## config.mk

```make
export PLATFORM = sky130hd
export DESIGN_NAME = proc_control_unit
export DESIGN_NICKNAME = d
export VERILOG_FILES = /design/src/rtl/proc_pkg.sv /design/src/rtl/proc_pc_ir.sv /design/src/rtl/proc_control_unit.sv
export SDC_FILE = /design/constraint.sdc
export NUM_CORES = 1
export LEC_CHECK = 0
export CORE_UTILIZATION = 30
export CTS_BUF_LIST = sky130_fd_sc_hd__clkbuf_4 sky130_fd_sc_hd__clkbuf_8
export DETAILED_ROUTE_END_ITERATION = 8
export PLACE_DENSITY_LB_ADDON = 0.08
export RECOVER_POWER = 50
export SLEW_MARGIN = 20
export SYNTH_ARGS = -nofsm -noshare
export SYNTH_HDL_FRONTEND = slang
export SYNTH_SLANG_ARGS = --single-unit
export TNS_END_PERCENT = 100
```

## constraint.sdc

```tcl
create_clock -name Clk -period 2.6 [get_ports Clk]
set_input_delay 0.52 -clock Clk [delete_from_list [all_inputs] [get_ports Clk]]
set_output_delay 0.52 -clock Clk [all_outputs]
set_load 0.03 [all_outputs]
```

## src/rtl/proc_pkg.sv

```systemverilog
// rtl/proc_pkg.sv - shared opcode, state and ALU-select constants for the processor control unit
//
// Purpose: single home for the encodings that the controller, its PC/IR
// register pair and any datapath block must agree on.
// Contents:
//   OP_*      4-bit opcodes carried in the top nibble of the instruction
//   state_t   controller state codes, also exported on StateO
//   ALU_*     ALU operation select values driven on ALU_s
package proc_pkg;

  localparam logic [3:0] OP_NOOP  = 4'd0;
  localparam logic [3:0] OP_STORE = 4'd1;
  localparam logic [3:0] OP_LOAD  = 4'd2;
  localparam logic [3:0] OP_ADD   = 4'd3;
  localparam logic [3:0] OP_SUB   = 4'd4;
  localparam logic [3:0] OP_HALT  = 4'd5;
  localparam logic [3:0] OP_JMPZ  = 4'd6;

  typedef enum logic [3:0] {
    S_INIT   = 4'd0,
    S_FETCH  = 4'd1,
    S_DECODE = 4'd2,
    S_NOOP   = 4'd3,
    S_LOAD_A = 4'd4,
    S_LOAD_B = 4'd5,
    S_STORE  = 4'd6,
    S_ADD    = 4'd7,
    S_SUB    = 4'd8,
    S_HALT   = 4'd9,
    S_JMPZ   = 4'd10
  } state_t;

  localparam logic [2:0] ALU_PASS = 3'd0;
  localparam logic [2:0] ALU_ADD  = 3'd1;
  localparam logic [2:0] ALU_SUB  = 3'd2;

endpackage

```

## src/rtl/proc_pc_ir.sv

```systemverilog
// rtl/proc_pc_ir.sv - program counter and instruction register pair
//
// Purpose: holds PC and IR for the control unit.
// Ports:
//   clk        in   rising-edge clock
//   reset_n    in   synchronous active-low reset, clears PC and IR
//   clr        in   PC <= 0
//   load       in   IR <= load_data
//   load_data  in   instruction word captured by load
//   inc        in   PC <= PC + 1 (wraps modulo 2^PC_W)
//   jump       in   PC <= jump_addr
//   jump_addr  in   jump target
//   pc         out  program counter
//   ir         out  instruction register
module proc_pc_ir #(
  parameter int PC_W    = 5,
  parameter int INSTR_W = 16
) (
  input  logic               clk,
  input  logic               reset_n,
  input  logic               clr,
  input  logic               load,
  input  logic [INSTR_W-1:0] load_data,
  input  logic               inc,
  input  logic               jump,
  input  logic [PC_W-1:0]    jump_addr,
  output logic [PC_W-1:0]    pc,
  output logic [INSTR_W-1:0] ir
);

  always_ff @(posedge clk) begin
    if (!reset_n) begin
      pc <= '0;
      ir <= '0;
    end else begin
      if (load) begin
        ir <= load_data;
      end
      // The controller never asserts more than one PC command per cycle;
      // the priority only makes the behaviour defined if it ever did.
      if (clr) begin
        pc <= '0;
      end else if (jump) begin
        pc <= jump_addr;
      end else if (inc) begin
        pc <= pc + 1'b1;
      end
    end
  end

endmodule

```

## src/rtl/proc_control_unit.sv

```systemverilog
// rtl/proc_control_unit.sv - fetch/decode/execute controller for the programmable processor
//
// Purpose: sequences instruction fetch, decode and execution, driving the
// instruction memory, data memory, register file and ALU of the datapath.
// All control outputs are Moore outputs decoded from state and IR.
// Ports:
//   Clk, Reset_n                 clock, synchronous active-low reset
//   IM_rdata, IM_ready           instruction read data / fetch complete
//   IM_addr, IM_rd               instruction address (= PC) / fetch request
//   D_ready                      data access complete
//   D_addr, D_rd, D_wr           data address / read / write request
//   Ra_zero                      RF port A value is zero (for JMPZ)
//   RF_s, RF_W_addr, RF_W_en     RF write select (1 = memory), address, enable
//   RF_Ra_addr, RF_Rb_addr       RF read addresses
//   ALU_s                        ALU op select
//   IR_Out, PC_Out, StateO       IR, PC and state code for observation
//   Halted, Illegal              in HALT / undefined opcode seen in DECODE
module proc_control_unit
  import proc_pkg::*;
#(
  parameter  int PC_W    = 5,
  parameter  int RF_AW   = 4,
  parameter  int DM_AW   = 8,
  localparam int INSTR_W = 4 + RF_AW + DM_AW
) (
  input  logic               Clk,
  input  logic               Reset_n,
  input  logic [INSTR_W-1:0] IM_rdata,
  input  logic               IM_ready,
  output logic [PC_W-1:0]    IM_addr,
  output logic               IM_rd,
  input  logic               D_ready,
  output logic [DM_AW-1:0]   D_addr,
  output logic               D_rd,
  output logic               D_wr,
  input  logic               Ra_zero,
  output logic               RF_s,
  output logic [RF_AW-1:0]   RF_W_addr,
  output logic               RF_W_en,
  output logic [RF_AW-1:0]   RF_Ra_addr,
  output logic [RF_AW-1:0]   RF_Rb_addr,
  output logic [2:0]         ALU_s,
  output logic [INSTR_W-1:0] IR_Out,
  output logic [PC_W-1:0]    PC_Out,
  output logic [3:0]         StateO,
  output logic               Halted,
  output logic               Illegal
);

  state_t state, state_nxt;

  logic [PC_W-1:0]    pc;
  logic [INSTR_W-1:0] ir;
  logic               pc_clr, ir_load, pc_inc, pc_jump;

  // Instruction fields. M overlaps A and B: it is the whole operand area
  // used as a data-memory address by LOAD.
  logic [3:0]       f_op;
  logic [RF_AW-1:0] f_a, f_b, f_d;
  logic [DM_AW-1:0] f_m, f_s;
  logic [PC_W-1:0]  f_t;

  assign f_op = ir[INSTR_W-1 -: 4];
  assign f_a  = ir[RF_AW+DM_AW-1 -: RF_AW];
  assign f_b  = ir[2*RF_AW-1 -: RF_AW];
  assign f_d  = ir[RF_AW-1:0];
  assign f_m  = ir[RF_AW+DM_AW-1 : RF_AW];
  assign f_s  = ir[DM_AW-1:0];
  assign f_t  = ir[PC_W-1:0];

  proc_pc_ir #(
    .PC_W    (PC_W),
    .INSTR_W (INSTR_W)
  ) u_pc_ir (
    .clk       (Clk),
    .reset_n   (Reset_n),
    .clr       (pc_clr),
    .load      (ir_load),
    .load_data (IM_rdata),
    .inc       (pc_inc),
    .jump      (pc_jump),
    .jump_addr (f_t),
    .pc        (pc),
    .ir        (ir)
  );

  assign IR_Out = ir;
  assign PC_Out = pc;
  assign StateO = state;

  always_ff @(posedge Clk) begin
    if (!Reset_n) begin
      state <= S_INIT;
    end else begin
      state <= state_nxt;
    end
  end

  always_comb begin
    state_nxt  = state;
    pc_clr     = 1'b0;
    ir_load    = 1'b0;
    pc_inc     = 1'b0;
    pc_jump    = 1'b0;
    IM_addr    = '0;
    IM_rd      = 1'b0;
    D_addr     = '0;
    D_rd       = 1'b0;
    D_wr       = 1'b0;
    RF_s       = 1'b0;
    RF_W_addr  = '0;
    RF_W_en    = 1'b0;
    RF_Ra_addr = '0;
    RF_Rb_addr = '0;
    ALU_s      = ALU_PASS;
    Halted     = 1'b0;
    Illegal    = 1'b0;

    case (state)
      S_INIT: begin
        pc_clr    = 1'b1;
        state_nxt = S_FETCH;
      end
      S_FETCH: begin
        IM_rd   = 1'b1;
        IM_addr = pc;
        if (IM_ready) begin
          ir_load   = 1'b1;
          pc_inc    = 1'b1;
          state_nxt = S_DECODE;
        end
      end
      S_DECODE: begin
        case (f_op)
          OP_NOOP:  state_nxt = S_NOOP;
          OP_STORE: state_nxt = S_STORE;
          OP_LOAD:  state_nxt = S_LOAD_A;
          OP_ADD:   state_nxt = S_ADD;
          OP_SUB:   state_nxt = S_SUB;
          OP_HALT:  state_nxt = S_HALT;
          OP_JMPZ:  state_nxt = S_JMPZ;
          default: begin
            // Undefined opcodes are flagged and then skipped like a NOOP.
            Illegal   = 1'b1;
            state_nxt = S_NOOP;
          end
        endcase
      end
      S_NOOP: begin
        state_nxt = S_FETCH;
      end
      S_LOAD_A: begin
        D_addr = f_m;
        D_rd   = 1'b1;
        if (D_ready) begin
          state_nxt = S_LOAD_B;
        end
      end
      S_LOAD_B: begin
        // Address stays on the bus so the read data is still valid while
        // the register file captures it.
        D_addr    = f_m;
        RF_s      = 1'b1;
        RF_W_addr = f_d;
        RF_W_en   = 1'b1;
        state_nxt = S_FETCH;
      end
      S_STORE: begin
        RF_Ra_addr = f_a;
        D_addr     = f_s;
        D_wr       = 1'b1;
        if (D_ready) begin
          state_nxt = S_FETCH;
        end
      end
      S_ADD: begin
        RF_Ra_addr = f_a;
        RF_Rb_addr = f_b;
        ALU_s      = ALU_ADD;
        RF_W_addr  = f_d;
        RF_W_en    = 1'b1;
        state_nxt  = S_FETCH;
      end
      S_SUB: begin
        RF_Ra_addr = f_a;
        RF_Rb_addr = f_b;
        ALU_s      = ALU_SUB;
        RF_W_addr  = f_d;
        RF_W_en    = 1'b1;
        state_nxt  = S_FETCH;
      end
      S_JMPZ: begin
        // PC already points past the JMPZ; a taken jump overrides it.
        RF_Ra_addr = f_a;
        if (Ra_zero) begin
          pc_jump = 1'b1;
        end
        state_nxt = S_FETCH;
      end
      S_HALT: begin
        Halted = 1'b1;
      end
      default: begin
        state_nxt = S_INIT;
      end
    endcase
  end

endmodule
```

After elaboration in Yosys (flattened, before gate mapping)
Cells that the tools add are included.

Register bits after elaboration: 25. Input bits: 21. Output and inout bits: 60. Word-level logic and storage cells: 62.

$add $sub $neg: 1. Equal/unequal tests: 19. Mux-type cells: 26. Bitwise operators: 2. Reductions and logical operators: 11.

Operator list (count): 4-bit one-hot mux with 6 select lines (2); 4-bit by 3-bit == test with 1-bit output, second input constant (7); 4-bit 2-to-1 mux (6); 4-bit by 2-bit == test with 1-bit output, second input constant (4); 8-bit one-hot mux with 2 select lines (1); 5-bit 2-to-1 mux (3); 1-bit 2-to-1 mux (13); 4-bit == test, second input constant (3); 4-bit by 1-bit == test with 1-bit output, second input constant (2); 4-bit logical NOT (2); 7-bit OR reduction (1); 2-bit inequality test, second input constant (3); 2-bit OR reduction (3); 6-bit OR reduction (1); 5-bit by 1-bit adder with 5-bit output, second input constant (1); 2-bit one-hot mux with 2 select lines (1); 4-bit AND reduction (1); 4-bit OR reduction (1); 3-bit OR reduction (1); 1-bit inverter (2); 2-bit nonzero test (1).

Longest topological paths before layout
Gate-level depths: netlist of the first run.

Depth in word-level cells: 4. Gate-level depth with buffers: 7. Gate-level depth less buffers: 5.

Cells and area by module
Synthesis of the first run repeated with hierarchy kept, for this count alone.

Cells, all modules: 174. Area, all modules: 1502.7 sq um.

Modules (own cells, without submodules): proc_pc_ir (times used 1, cells each 79, area each 855.8 sq um, seq. area each 420.4 sq um); proc_control_unit (times used 1, cells each 95, area each 646.9 sq um, seq. area each 80.1 sq um).

Least setup slack after synthesis of the first run
No wires, ideal clock.

Path kind: reg2out. Start: register state[0], in the netlist StateO[0]. End: output RF_W_addr[0]. Arrival time: 2.238 ns. Data required time: 2.080 ns. Setup slack: -0.158 ns. Stages on the path, launching flop included: 5. Path buffers: 1. Cell sequence: dfxtp_1 > clkbuf_1 > nand2_1 > o21ai_0 > and2_1.

Longest elaborated chain between the ends: 3. Elaborated cells between the ends (all ways): 5.

Ends and longest elaborated chain: start, declared (line proc_control_unit.sv:50) `state_t state, state_nxt;`; start signal, assigned (line proc_control_unit.sv:95) `state <= state_nxt;`; 4-bit == test or 4-bit by 3-bit == test with 1-bit output (tied branches) (line proc_control_unit.sv:119) `case (state)`; 3-bit OR reduction (no line) *; 4-bit 2-to-1 mux * (line proc_control_unit.sv:119); end, declared (line proc_control_unit.sv:38) `output logic [RF_AW-1:0] RF_W_addr,`.

Mark *: on every way between the ends. The rest lies on a longest branch, timed or not.

Worst setup path in the final report of the first run
Start: register state[3], in the netlist StateO[3]. End: output D_wr.

Longest elaborated chain between the ends: 2.

Ends and longest elaborated chain: 4-bit by 3-bit == test with 1-bit output (line proc_control_unit.sv:119); 1-bit 2-to-1 mux (line proc_control_unit.sv:119); end, declared (line proc_control_unit.sv:35) `output logic D_wr,`.

Every way passes these cells.

==> flow_metrics.py, run 1 <==
metrics = {
    "timing": {
        "hold_viol": 0,
        "finalSetupViolations": 0,
        "layout_min_cycle_time_ns": 2.46,
        "clock_skew_ns": 0.00121,
        "rsz0062_at_grt": "false",
        "holdWs_ns": 0.494,
        "fin_crit_sh_pct": 94.7,
        "slew_viol_final": 0,
        "maxSlewHeadroom_pct": 36.9,
        "max_clock_freq_mhz": 406,
        "postLayoutSetupSlackWorst_ns": 0.137,
        "tightest_slew_ns": 0.947,
        "fin_setup_tns_ns": 0,
    },
    "final_layout": {
        "diodes": 0,
        "layout_common_cells": "43 x clkdlybuf4s50_1, 40 x nand2_1, 27 x buf_4",
        "final_common_cell": "clkdlybuf4s50_1",
        "area_growth_pct": 52.8,
        "final_layout_size_suffix_gt1_share_pct": 14.2,
        "fin_nets": 312,
        "instances_no_fill": 359,
    },
    "yosys": {
        "synth_cell_types": 46,
        "synth_cells": 210,
        "async_flop_share_pct": 0,
        "yosysSeqAreaShare_pct": 30.9,
        "yosysWarnings": 0,
        "yosys_register_bits": 25,
        "synth_edf_count": 0,
        "synth_area_sq_mm": 0.00162,
        "syn-num-nets": 232,
        "syn_avg_cell_area_sq_um": 7.72,
        "synthFlopType": "dfxtp_1",
    },
    "global_route": {
        "gr-total-overflow": 0,
        "grt_pass1_vias": 1503,
        "antenna_found_initial": 0,
        "grt_usage_pct": 17.7,
        "grt_max_degree": 24,
        "grt_pass1_wl_um": 7560,
    },
    "clock_tree": {
        "cts_max_path_buffers": 2,
        "cts.clk_slew.worst_paths_ns": 0.09,
        "cts.sinks": 25,
        "cts_htree_levels": 1,
        "clk-insertion-delay-late_ns": 0.26,
        "cts_tree": "yes",
        "cts_buffers": 3,
        "cts-root-buf": "clkbuf_8",
    },
    "route": {
        "wirelength_um": 4910,
        "first_iter_violations": 57,
        "drt_pass1_iterations": 4,
        "viasPerCell": 4.70,
        "drc": 0,
        "wl_per_cell_um": 13.7,
        "num_vias": 1687,
        "antenna_left": 0,
    },
    "placement": {
        "gp_congestion": 0.777,
        "place_ws_ns": 0.225,
        "io_buffers": 79,
        "dp_hpwl_um": 3600,
        "dp.cells": 354,
    },
    "floorplanning": {
        "rows": 26,
        "io_pins": 81,
        "start_util_pct": 31.3,
        "fp.dieH_um": 75.5,
        "dieArea_sq_mm": 0.00570,
        "die_w_um": 75.5,
        "core_sq_mm": 0.00517,
    },
    "min_path": {
        "min_path_type": "reg2reg",
        "min_delay_path_depth": 2,
        "hold_path_end": "u_pc_ir.ir[10]",
        "hold_start": "u_pc_ir.ir[10]",
    },
    "run": {
        "max-cap-violations": 0,
    },
    "power": {
        "cellLeakagePower_nw": 1.02,
        "power_density_mw_per_mm2": 391,
        "power_uw": 968,
        "ir_drop_v": 0.000182,
    },
    "worst_setup_path": {
        "r2r.worst_path.cells": 6,
        "critPathLaunchType": "flop",
        "critPathKind": "reg2out",
        "r2r_end": "u_pc_ir.pc[2]",
        "crit_required_ns": 2.08,
        "r2r_start": "StateO[3]",
        "crit_fanout": 11,
        "end_kind": "output pin",
        "critPathArrivalTime_ns": 1.94,
        "rrSetupSlack_ns": 0.48,
    },
    "run_status": {
        "outcome": "completed",
    },
}
what timing repair did:
action                     in CTS  in global routing
hold buffers                    0                  0
setup endpoints to repair       7                 14
resized for setup               2                  3
buffers inserted                0                  1
pin swaps                       0                  1
worst max-delay path, stage by stage (launching register included):
cell             delay [ns]
dfxtp_1                0.40
buf_4                  0.21
nand2b_1               0.17
nor3b_1                0.20
clkdlybuf4s50_1        0.70
how the worst max path moves through the flow:
stage / start / endpoint / slack, ns / cells past startpoint
2_1_floorplan: StateO[0] / RF_W_addr[0] / 0.13 / 4
3_3_place_gp: StateO[2] / RF_W_addr[2] / 0.27 / 4
3_5_place_dp: StateO[2] / RF_W_addr[2] / 0.23 / 4
4_1_cts: StateO[3] / IM_addr[0] / 0.007 / 3
5_1_grt: StateO[1] / ALU_s[0] / 0.01 / 4
6_report: StateO[3] / D_wr / 0.14 / 4
logic make-up after synthesis:
kind of cell / Yosys count / synth area share (%)
fa+ha+maj: 1 / 0.771
mux: 3 / 1.93
compound gates: 52 / 24.5
buf+inv: 19 / 6.64
simple gates: 107 / 34.0
other cells: 1 / 0.231
xor+xnor: 2 / 1.08
flops: 25 / 30.9
metal layers:
metal	GRT usage (%)	vias up	wire length (um)
li1	-	870	-
met1	25.0	771	2380
met2	28.5	44	2280
met3	2.78	2	226
met4	3.70	0	27
met5	0	-	0
cell usage after synthesis, types with 4 or more instances:
cell	instances	share of area [%]
a21boi_0	6	2.8
a21boi_2	10	6.9
a21oi_1	13	4.0
and2_1	18	6.9
buf_6	4	2.8
clkbuf_1	8	1.9
dfxtp_1	25	31
inv_1	4	0.93
nand2_1	40	9.3
nand2b_1	4	1.5
nand3_1	4	1.2
nor2_1	16	3.7
nor2b_1	11	4.2
o21ai_0	4	1.2
area by class of cell:
cell class / instances / area, sq um
timing repair buffer: 90 / 830
inverter: 4 / 15.0
sequential: 25 / 502
fill: 541 / 2700
tap: 70 / 87.6
multi-input combinational: 166 / 995
clock buffer: 4 / 48.8
power breakdown:
| group | internal [mW] | switching, mW |
|---|---|---|
| registers | 0.404 | 0.0305 |
| clock network | 0.120 | 0.119 |
| logic | 0.130 | 0.165 |
| total | 0.654 | 0.314 |
through the flow:
| step | util [%] | cell area [sq um] |
|---|---|---|
| finish | 47.9 | 2480 |
| global route | 47.9 | 2480 |
| CTS | 48.1 | 2490 |
| detailed placement | 47.2 | 2440 |
| global placement | 47.2 | 2440 |
| floorplan | - | 1620 |
sequential cells by signal (all words and copies together), names as in the netlist:
| signal | flops |
|---|---|
| u_pc_ir.pc | 5 |
| StateO | 4 |
| u_pc_ir.ir | 16 |
(Power assumes the default switching activity.)
==> inputs of run 2 (changes only) <==
--- a/constraint.sdc
+++ b/constraint.sdc
@@ -3,2 +3,2 @@
 set_output_delay 0.52 -clock Clk [all_outputs]
-set_load 0.03 [all_outputs]
+set_load 0.005 [all_outputs]
==> run 2 against run 1 <==
Worst setup slack hardly changed. First-iteration DRC count is 56% higher. Sequential cell count stayed put. Sequential power hardly changed. Total power is 4.2% lower. Combinational power is 18% lower. Via count is 2.7% higher. Register-to-register slack worse by 0.11 ns. Critical path type unchanged. Critical endpoint is now IM_addr[1]. Largest power group unchanged. Highest routed layer unchanged.
==> flow_metrics.py, run 2 (synthesized netlist as in run 1, its figures left out) <==
metrics = {
    "placement": {
        "io_buffers": 79,
        "gp_congestion": 0.763,
        "dp_hpwl_um": 3640,
        "place_ws_ns": 0.236,
    },
    "worst_setup_path": {
        "cp_common_cell": "buf_4",
        "end_kind": "output pin",
        "max_stage_delay_ns": 0.50,
        "crit_required_ns": 2.08,
        "r2r.worst_path.cells": 8,
        "rrSetupSlack_ns": 0.37,
        "critPathLaunchType": "flop",
        "critPathKind": "reg2out",
        "critPathSlowestCell": "clkdlybuf4s50_1",
        "critPathArrivalTime_ns": 1.94,
        "r2r_start": "StateO[2]",
        "cp_cell_sequence": "buf_4 -> nor4b_1 -> buf_4 -> and2_1 -> clkdlybuf4s50_1",
        "crit_fanout": 8,
        "r2r_end": "u_pc_ir.pc[0]",
    },
    "timing": {
        "hold_viol": 0,
        "finalSetupViolations": 0,
        "maxSlewHeadroom_pct": 38.0,
        "fin_crit_sh_pct": 94.7,
        "fin_setup_tns_ns": 0,
        "clock_skew_ns": 0.00664,
        "slew_viol_final": 0,
        "layout_min_cycle_time_ns": 2.46,
        "tightest_slew_ns": 0.930,
        "rsz0062_at_grt": "false",
        "postLayoutSetupSlackWorst_ns": 0.137,
        "max_clock_freq_mhz": 406,
    },
    "min_path": {
        "hold_start": "u_pc_ir.ir[9]",
        "hold_path_end": "u_pc_ir.ir[9]",
        "min_path_type": "reg2reg",
        "min_delay_path_depth": 2,
    },
    "clock_tree": {
        "cts_max_path_buffers": 2,
        "cts_tree": "yes",
        "cts_buffers": 3,
        "cts_htree_levels": 1,
        "cts.clk_slew.worst_paths_ns": 0.10,
        "cts.sinks": 25,
        "clk-insertion-delay-late_ns": 0.27,
        "cts-root-buf": "clkbuf_8",
    },
    "global_route": {
        "grt_max_degree": 21,
        "gr-total-overflow": 0,
        "grt_pass1_vias": 1541,
        "antenna_found_initial": 0,
        "grt_pass1_wl_um": 7960,
        "grt_usage_pct": 18.5,
    },
    "power": {
        "p_seq_share_pct": 47.1,
        "power.internal_uw": 648,
        "cellLeakagePower_nw": 0.979,
        "combPwrFrac_pct": 26.0,
        "power_density_mw_per_mm2": 369,
        "ir_drop_v": 0.000226,
        "p_sw_uw": 279,
        "clkPwrFrac_pct": 26.9,
        "switching_share_pct": 30.1,
    },
    "run": {
        "max-cap-violations": 0,
    },
    "floorplanning": {
        "dieArea_sq_mm": 0.00570,
        "fp.dieH_um": 75.5,
        "io_pins": 81,
        "die_w_um": 75.5,
        "start_util_pct": 31.3,
        "core_sq_mm": 0.00517,
        "rows": 26,
    },
    "final_layout": {
        "nFillCells": 527,
        "diodes": 0,
        "area_growth_pct": 55.2,
        "final_layout_size_suffix_gt1_share_pct": 9.34,
        "final_common_cell": "clkdlybuf4s50_1",
        "layout_common_cells": "55 x clkdlybuf4s50_1, 40 x nand2_1, 24 x dfxtp_1, 24 x dlygate4sd3_1, 17 x and2_1",
        "fin_nets": 312,
        "regMostFlops": "u_pc_ir.ir",
        "largest_register_ffs": 16,
    },
    "route": {
        "antenna_left": 0,
        "first_iter_violations": 89,
        "wl_per_cell_um": 14.2,
        "drc": 0,
        "drt_pass1_iterations": 4,
        "num_vias": 1733,
        "viasPerCell": 4.83,
        "wirelength_um": 5080,
    },
    "run_status": {
        "outcome": "completed",
    },
}
## run 2: cell count changes in the layout (fill, tap and decap cells not counted), sizes merged
cell,change
buf,-18
clkdlybuf4s50,+12
dlygate4sd3,+6
dlymetal6s2s,-1
clkbuf,+1
## run 2: stage by stage
stage	util, %	hold slack [ns]	cells	instance area (sq um)	power [mW]
after floorplan	-	0.476	210	1620	0.581
after global placement	47.8	0.487	353	2470	0.698
after detailed placement	47.8	0.488	353	2470	0.697
after CTS	48.8	0.502	357	2520	0.949
after global routing	48.6	0.517	359	2520	0.986
final	48.6	0.493	359	2520	0.927
## run 2: worst max path at each step
stage	slack [ns]	end	cells past startpoint	start
2_1_floorplan	0.76	RF_W_addr[0]	4	StateO[0]
3_3_place_gp	0.28	RF_W_addr[3]	4	StateO[2]
3_5_place_dp	0.24	RF_Rb_addr[0]	4	StateO[1]
4_1_cts	0.02	RF_W_addr[3]	5	StateO[2]
5_1_grt	0.02	RF_W_addr[3]	5	StateO[2]
6_report	0.14	IM_addr[1]	5	StateO[2]
## run 2: power groups by stage
stage	registers (mW)	logic, mW	clock network (mW)
finish	0.436	0.241	0.250
global placement	0.447	0.251	0
CTS	0.438	0.252	0.260
detailed placement	0.446	0.250	0
floorplan	0.436	0.145	0
global route	0.442	0.266	0.278
## run 2: repair_timing
item	CTS	global route
pin swaps	0	1
buffers inserted	0	2
resized for setup	3	4
hold buffers	0	0
setup endpoints to repair	12	18
## run 2: worst max-delay path: cells and delay by family, from the launching register on
kind | cells | cell delay [ns]
buffers and inverters | 3 | 0.88
and+or+nand+nor | 2 | 0.40
DFF | 1 | 0.39
## run 2: area by class of cell
type | count | area (sq um) | area share (%)
clock buffer | 4 | 48.8 | 1.94
inverter | 4 | 15.0 | 0.597
multi-input combinational | 166 | 997 | 39.6
sequential | 25 | 502 | 19.9
tap | 70 | 87.6 | 3.48
timing repair buffer | 90 | 866 | 34.4
## run 2: per-layer routing
| metal | wire length [um] | global-route usage [%] |
|---|---|---|
| met5 | 0 | 0 |
| met4 | 47 | 3.91 |
| met3 | 272 | 4.50 |
| met2 | 2220 | 28.1 |
| met1 | 2540 | 26.5 |
